==> src/rtl/week6_ex1_challenge_sweeper_pkg.sv <==
// rtl/week6_ex1_challenge_sweeper_pkg.sv - shared states, default width and MISR constants for the sweeper
package week6_ex1_challenge_sweeper_pkg;

  typedef enum logic [1:0] {
    ST_IDLE = 2'd0,
    ST_RUN  = 2'd1,
    ST_DONE = 2'd2
  } state_t;

  localparam int          DEFAULT_WIDTH = 7;
  localparam logic [15:0] MISR_POLY     = 16'h1021;  // x^16 + x^12 + x^5 + 1
  localparam logic [15:0] MISR_SEED     = 16'hFFFF;

  // One MISR step: shift left, feed back the top bit XORed with the incoming result bit.
  function automatic logic [15:0] misr_step(input logic [15:0] cur, input logic din);
    logic fb;
    fb = cur[15] ^ din;
    return {cur[14:0], 1'b0} ^ (fb ? MISR_POLY : 16'h0000);
  endfunction

endpackage

==> src/rtl/week6_ex1_challenge_fn.sv <==
// rtl/week6_ex1_challenge_fn.sv - combinational challenge function: OR of pair ANDs, XOR top bit for odd WIDTH
module week6_ex1_challenge_fn #(
  parameter int WIDTH = 7
) (
  input  logic [WIDTH-1:0] v,
  output logic             y
);

  always_comb begin
    logic acc;
    acc = 1'b0;
    for (int i = 0; i < WIDTH / 2; i++) begin
      acc = acc | (v[2*i] & v[2*i+1]);
    end
    if ((WIDTH % 2) == 1) begin
      acc = acc ^ v[WIDTH-1];
    end
    y = acc;
  end

endmodule

==> src/rtl/week6_ex1_challenge_sweeper.sv <==
// rtl/week6_ex1_challenge_sweeper.sv - exhaustive challenge-function sweeper; CHALLENGE_SIG_EN adds a 16-bit MISR signature
module week6_ex1_challenge_sweeper
  import week6_ex1_challenge_sweeper_pkg::*;
#(
  parameter int WIDTH = DEFAULT_WIDTH
) (
  input  logic             clk,
  input  logic             rst_n,
  input  logic             start,
  input  logic             hold,
  output logic [WIDTH-1:0] vec,
  output logic             y,
  output logic [WIDTH:0]   ones_count,
  output logic             busy,
  output logic             done
`ifdef CHALLENGE_SIG_EN
  ,
  output logic [15:0]      sig
`endif
);

  state_t state_q;
  state_t state_d;
  logic   f_out;
  logic   step;
  logic   last;
  logic   load;

  week6_ex1_challenge_fn #(
    .WIDTH(WIDTH)
  ) u_fn (
    .v(vec),
    .y(f_out)
  );

  assign step = (state_q == ST_RUN) && !hold;
  assign last = (vec == {WIDTH{1'b1}});
  assign load = (state_q != ST_RUN) && start;

  always_ff @(posedge clk or negedge rst_n) begin
    if (!rst_n) begin
      state_q <= ST_IDLE;
    end else begin
      state_q <= state_d;
    end
  end

  always_comb begin
    state_d = state_q;
    case (state_q)
      ST_IDLE: if (start) state_d = ST_RUN;
      ST_RUN:  if (step && last) state_d = ST_DONE;
      ST_DONE: if (start) state_d = ST_RUN;
      default: state_d = ST_IDLE;
    endcase
  end

  // vec wraps to zero naturally on the final evaluation.
  always_ff @(posedge clk or negedge rst_n) begin
    if (!rst_n) begin
      vec        <= '0;
      y          <= 1'b0;
      ones_count <= '0;
    end else if (load) begin
      vec        <= '0;
      y          <= 1'b0;
      ones_count <= '0;
    end else if (step) begin
      vec        <= vec + 1'b1;
      y          <= f_out;
      ones_count <= ones_count + (WIDTH+1)'(f_out);
    end
  end

`ifdef CHALLENGE_SIG_EN
  always_ff @(posedge clk or negedge rst_n) begin
    if (!rst_n) begin
      sig <= MISR_SEED;
    end else if (load) begin
      sig <= MISR_SEED;
    end else if (step) begin
      sig <= misr_step(sig, f_out);
    end
  end
`endif

  assign busy = (state_q == ST_RUN);
  assign done = (state_q == ST_DONE);

endmodule

==> config.mk <==
export PLATFORM = sky130hd
export DESIGN_NAME = week6_ex1_challenge_sweeper
export DESIGN_NICKNAME = d
export VERILOG_FILES = /design/src/rtl/week6_ex1_challenge_sweeper_pkg.sv /design/src/rtl/week6_ex1_challenge_fn.sv /design/src/rtl/week6_ex1_challenge_sweeper.sv
export SDC_FILE = /design/constraint.sdc
export NUM_CORES = 1
export LEC_CHECK = 0
export ABC_AREA = 1
export BUFFER_PORTS_ARGS = -buffer_cell sky130_fd_sc_hd__buf_2
export CAP_MARGIN = 20
export CORE_MARGIN = 3
export CORE_UTILIZATION = 51
export DETAILED_ROUTE_END_ITERATION = 8
export PLACE_DENSITY = 0.76
export SLEW_MARGIN = 15
export SYNTH_ARGS = -nofsm -noshare
export SYNTH_HDL_FRONTEND = slang
export SYNTH_SLANG_ARGS = --single-unit
export TNS_END_PERCENT = 100
==> constraint.sdc <==
create_clock -name clk -period 4.2 [get_ports clk]
set_input_delay 0.42 -clock clk [delete_from_list [all_inputs] [get_ports clk]]
set_output_delay 0.42 -clock clk [all_outputs]
set_load 0.02 [all_outputs]
# Yosys cells after proc, flatten, opt, wreduce, memory -nomap -nowiden
# Index checks and enable logic that the tools add are counted.
# word_totals
word_cells	35
input_bits	4
out_inout_bits	18
ff_bits	18
# op_classes
addsub	2
eq_ne	6
bitwise	6
reduce_logical	8
n_mux	9
# ops
operator	count
2-to-1 mux 8 bit	2
2-to-1 mux 7 bit	2
adder 8 x 1 -> 8 bit	1
adder 7 x 1 -> 7 bit, second input constant	1
equality test 7 bit, second input constant	1
!= test 2 x 1 -> 1 bit, second input constant	3
2-to-1 mux 2 bit	2
one-hot mux 2 bit (2 select lines)	1
AND 1 bit	3
logical AND 1 bit	3
equality test 2 x 1 -> 1 bit, second input constant	1
equality test 2 bit, second input constant	1
zero test 2 bit	1
2-to-1 mux 1 bit	2
bitwise OR 1 bit	2
AND reduction 2 bit	1
nonzero test 2 bit	1
OR reduction 2 bit	1
zero test 1 bit	1
XOR 1 bit	1

# Logic depth before layout (Yosys ltp)
# logic_depth
ltp_word	7
depth_mapped	11
mapped_depth_nobuf	11

# Cells and area by module
# Synthesis repeated with hierarchy kept, for this count alone.
# unflattened
cells_unflattened	132
area_unflattened_um2	1067.3
# modules_own_cells
module	seq_area_each_um2	cells_per_inst	n_inst	area_per_inst_um2
week6_ex1_challenge_sweeper	450.4	124	1	1033.5
week6_ex1_challenge_fn	0.0	8	1	33.8

# Worst setup path before layout
# Ideal clock, no wire load.
# synth_path
path_type	register to register
from	register vec[0]
to	register ones_count[6]
n_path_buf	0
path_slack_ns	2.261
setup_time_ns	0.121
arrival_time_ns	1.818
required_time_ns	4.079
period_less_slack_ns	1.939
path_stages_with_launch	12
path_cell_list	dfrtp_1 -> ha_1 -> inv_1 -> nand3_1 -> xor2_1 -> ha_1 -> ha_1 -> nand2_1 -> nor2_1 -> nand2_1 -> o21ai_0 -> nor2_1
# synth_via
elab_chain_len	7
# synth_lines
element	line	text
start, declared	week6_ex1_challenge_sweeper.sv:11	output logic [WIDTH-1:0] vec,
start signal, assigned	week6_ex1_challenge_sweeper.sv:69	vec <= vec + 1'b1;
AND 1 bit	week6_ex1_challenge_fn.sv:13	acc = acc | (v[2*i] & v[2*i+1]);
bitwise OR 1 bit (2 in a row)	week6_ex1_challenge_fn.sv:13	
XOR 1 bit	week6_ex1_challenge_fn.sv:16	acc = acc ^ v[WIDTH-1];
adder 8 x 1 -> 8 bit	week6_ex1_challenge_sweeper.sv:71	ones_count <= ones_count + (WIDTH+1)'(f_out);
2-to-1 mux 8 bit	week6_ex1_challenge_sweeper.sv:68	end else if (step) begin
2-to-1 mux 8 bit	week6_ex1_challenge_sweeper.sv:64	end else if (load) begin
end signal, assigned	week6_ex1_challenge_sweeper.sv:71	
end, declared	week6_ex1_challenge_sweeper.sv:13	output logic [WIDTH:0] ones_count,
# Every way passes these cells. The select of a mux whose other input is x is not followed.
# A chain may end at the register's enable or synchronous reset.

# Final worst setup path
# layout_path
from	register vec[1]
to	register ones_count[6]
# The elaborated chain is that of the path after synthesis.

==> metrics.md <==
| Metric | Value |
|---|---|
| Status | finished, final reports clean |
| Cts hold-fix bufs | 0 |
| Fmax | 0.477 GHz |
| Drt first pass iters | 4 |
| Gate power share | 40.4% |
| Clock Power Share | 17.0% |
| Dominant synthesized flop cell | dfrtp_1 |
| Register area share after synthesis | 45.5% |
| Mapped Area | 991 µm² |
| Max IR drop VDD | 0.412 mV |
| Core Rows | 15 |
| Wire per inst | 11.8 µm |
| DP Wirelength | 1.59 mm |
| # setup viols final | 0 |
| Die Span X | 50.1 µm |
| 1st-iter DRT viols | 26 |
| Boundary Pins | 22 |
| M2 GR Usage | 36.3% |
| Worst hold path class | in -> async |
| RSZ-0062 raised after global routing | no |
| FF+latch count, synth | 18 |
| Area grow syn2layout | 16.3% |
| Die area | 2510 µm² |
| Post-route minimum period | 2.09 ns |
| Met3 usage | 3.93% |
| Met1 Resource Use GR | 20.4% |
| Max-slew violation count | 0 |
| Clk root buf | clkbuf_4 |
| Post-CTS Setup Inserts | 0 |
| Number of H-tree levels | 1 |
| Post-synth top area share | 45.5% |
| Initial core utilization | 55.6% |
| Reg2reg end | ones_count[6] |
| Ys async rst share | 100% |
| Final Util | 64.6% |
| Post-cts gate resize count | 0 |
| Register-to-Register Path Depth | 11 |
| Setup_tns | 0 ns |
| # diodes | 0 |
| Cell internal pwr | 0.359 mW |
| Layout cell share with drive strength beyond 1 | 24.3% |
| Routed vias | 892 |
| Slew @ Worst Pin | 0.409 ns |
| Number of max-cap violations | 0 |
| Sequential share of power | 42.7% |
| Switching power | 0.275 mW |
| Most common cell in the synthesized netlist | nand2_1 |
| Port-buffer cells | 21 |
| Worst Skew | 0.00493 ns |
| Data required, critical path | 4.39 ns |
| Final Hold Viols | 0 |
| Syn nets | 135 |
| Worst-case clock buffer depth | 2 |
| CTS tree | yes |
| # DRC | 0 |
| Crit end category | register |
| CTS Buf Count | 3 |
| Mapped Cells | 128 |
| Antenna violations before repair | 0 |
| Post-detailed-route count of antenna-violating nets | 0 |
| Synth area leaders | dfrtp_1, nand2_1, inv_1 |
| Clock sinks | 18 |
| Via/cell ratio | 5.04 |
| Post-route insts no fill | 177 |
| Yosys warns | 0 |
| Startpoint Class | register |
| Post-synth top cells | nand2_1, dfrtp_1, inv_1, nor2_1, nand3_1 |
| Largest net degree at the start of global routing | 19 |
| Worst-path clk slew | 0.11 ns |
| Tcrit/Tclk final | 49.9% |
| Worst hold slack | 0.0380 ns |
| DRT Wirelength | 2.09 mm |
| Die H | 50.1 µm |
| Congestion Overflow GR | 0 |
| Final Net Count | 160 |
| Core area | 1780 µm² |
| Mapped Avg Cell Area | 7.74 µm² |
| Critical setup path kind | reg -> reg |
| Final Power | 0.634 mW |
| Final GP Congestion | 0.795 |
| Clk_lat worst skew | 0.29 ns |
| R2R Setup Slk | 2.11 ns |
| First-pass GRT wire length | 3.62 mm |
| All-layer global routing usage | 19.0% |
| PwrDens | 550 nW/µm² |
| Headroom to the max-slew limit | 72.7% |
| Layer with the highest usage | met2 |
| Vias in the first global route | 860 |
| Synth cell types | 22 |
| Cell taking the most area after synthesis | dfrtp_1 |
| Reg2reg start | vec[1] |
| Critical path data arrival time | 2.29 ns |
| Placed cells | 173 |
| Max Fanout on Critical Path | 4 |
| Pleak | 0.670 nW |
| Fraction of power spent switching nets | 43.3% |
| Post-synth EDFFs | 0 |
[routing by layer]
layer / vias up / routed length (µm) / share of wire, %
met2: 27 / 1110 / 53
met3: 4 / 120 / 5.8
met4: 0 / 23 / 1.1
met5: - / 0 / 0
met1: 407 / 829 / 40
li1: 454 / - / -
[worst max-delay path by stage]
stage                                to  cells past startpoint  slack [ns]   start
final                     ones_count[6]                     11        2.11  vec[1]
after global routing      ones_count[6]                     11        1.93  vec[0]
after global placement    ones_count[6]                     11        2.32  vec[0]
after detailed placement  ones_count[6]                     11        2.18  vec[0]
after CTS                 ones_count[6]                     11        2.11  vec[0]
after floorplan           ones_count[6]                     11        2.26  vec[0]
[cell type report]
cell class                 instances  area (µm²)
timing repair buffer              21         105
tap                               25        31.3
fill                             154         631
inverter                          17        63.8
multi-input combinational         92         465
clock buffer                       4        36.3
sequential                        18         450
[kinds of logic after synthesis]
logic type	after synthesis	synth area share, %
AOI/OAI and AO/OA	12	6.57
xor gates and xnor gates	1	0.884
adders and majority gates	3	3.79
buffers and inverters	18	7.58
DFF	18	45.5
and+or+nand+nor	76	35.7
[power by group through the flow]
| stage | Clock, mW | Combinational (mW) | Sequential [mW] |
|---|---|---|---|
| after global routing | 0.118 | 0.283 | 0.280 |
| after floorplan | 0 | 0.120 | 0.323 |
| final | 0.108 | 0.256 | 0.271 |
| after CTS | 0.109 | 0.259 | 0.270 |
| after global placement | 0 | 0.247 | 0.271 |
| after detailed placement | 0 | 0.255 | 0.275 |
[placed cells by master, fill, tap and decap left out, drive strengths merged]
master  Yosys  layout
o22ai       1       1
clkbuf      0       4
nand4       3       3
buf         1      21
o21ai       5       5
nor2       18      18
a21oi       6       6
xor2        1       1
inv        17      17
dfrtp      18      18
ha          3       3
nand2      44      44
nand3b      1       1
nor3        4       4
nand3       6       6
[registers in the layout, summed over array words and instances, names as in the netlist]
name	flops
ones_count	8
y	1
vec	7
state_q	2
[worst max-delay path, cell delays in order, from the launching register on]
cell     delay (ns)
dfrtp_1        0.43
ha_1           0.22
inv_1          0.10
nand3_1        0.12
xor2_1         0.23
ha_1           0.21
ha_1           0.20
nand2_1        0.10
nor2_1         0.10
nand2_1        0.07
o21ai_0        0.15
nor2_1         0.07
[per-stage QoR]
step	worst slack, ns	instance area, µm²
4_1_cts	2.11	1150
6_report	2.11	1150
5_1_grt	1.93	1150
3_5_place_dp	2.18	1120
3_3_place_gp	2.32	1120
2_1_floorplan	2.26	991
No activity file was read; power rests on OpenSTA's default activity.
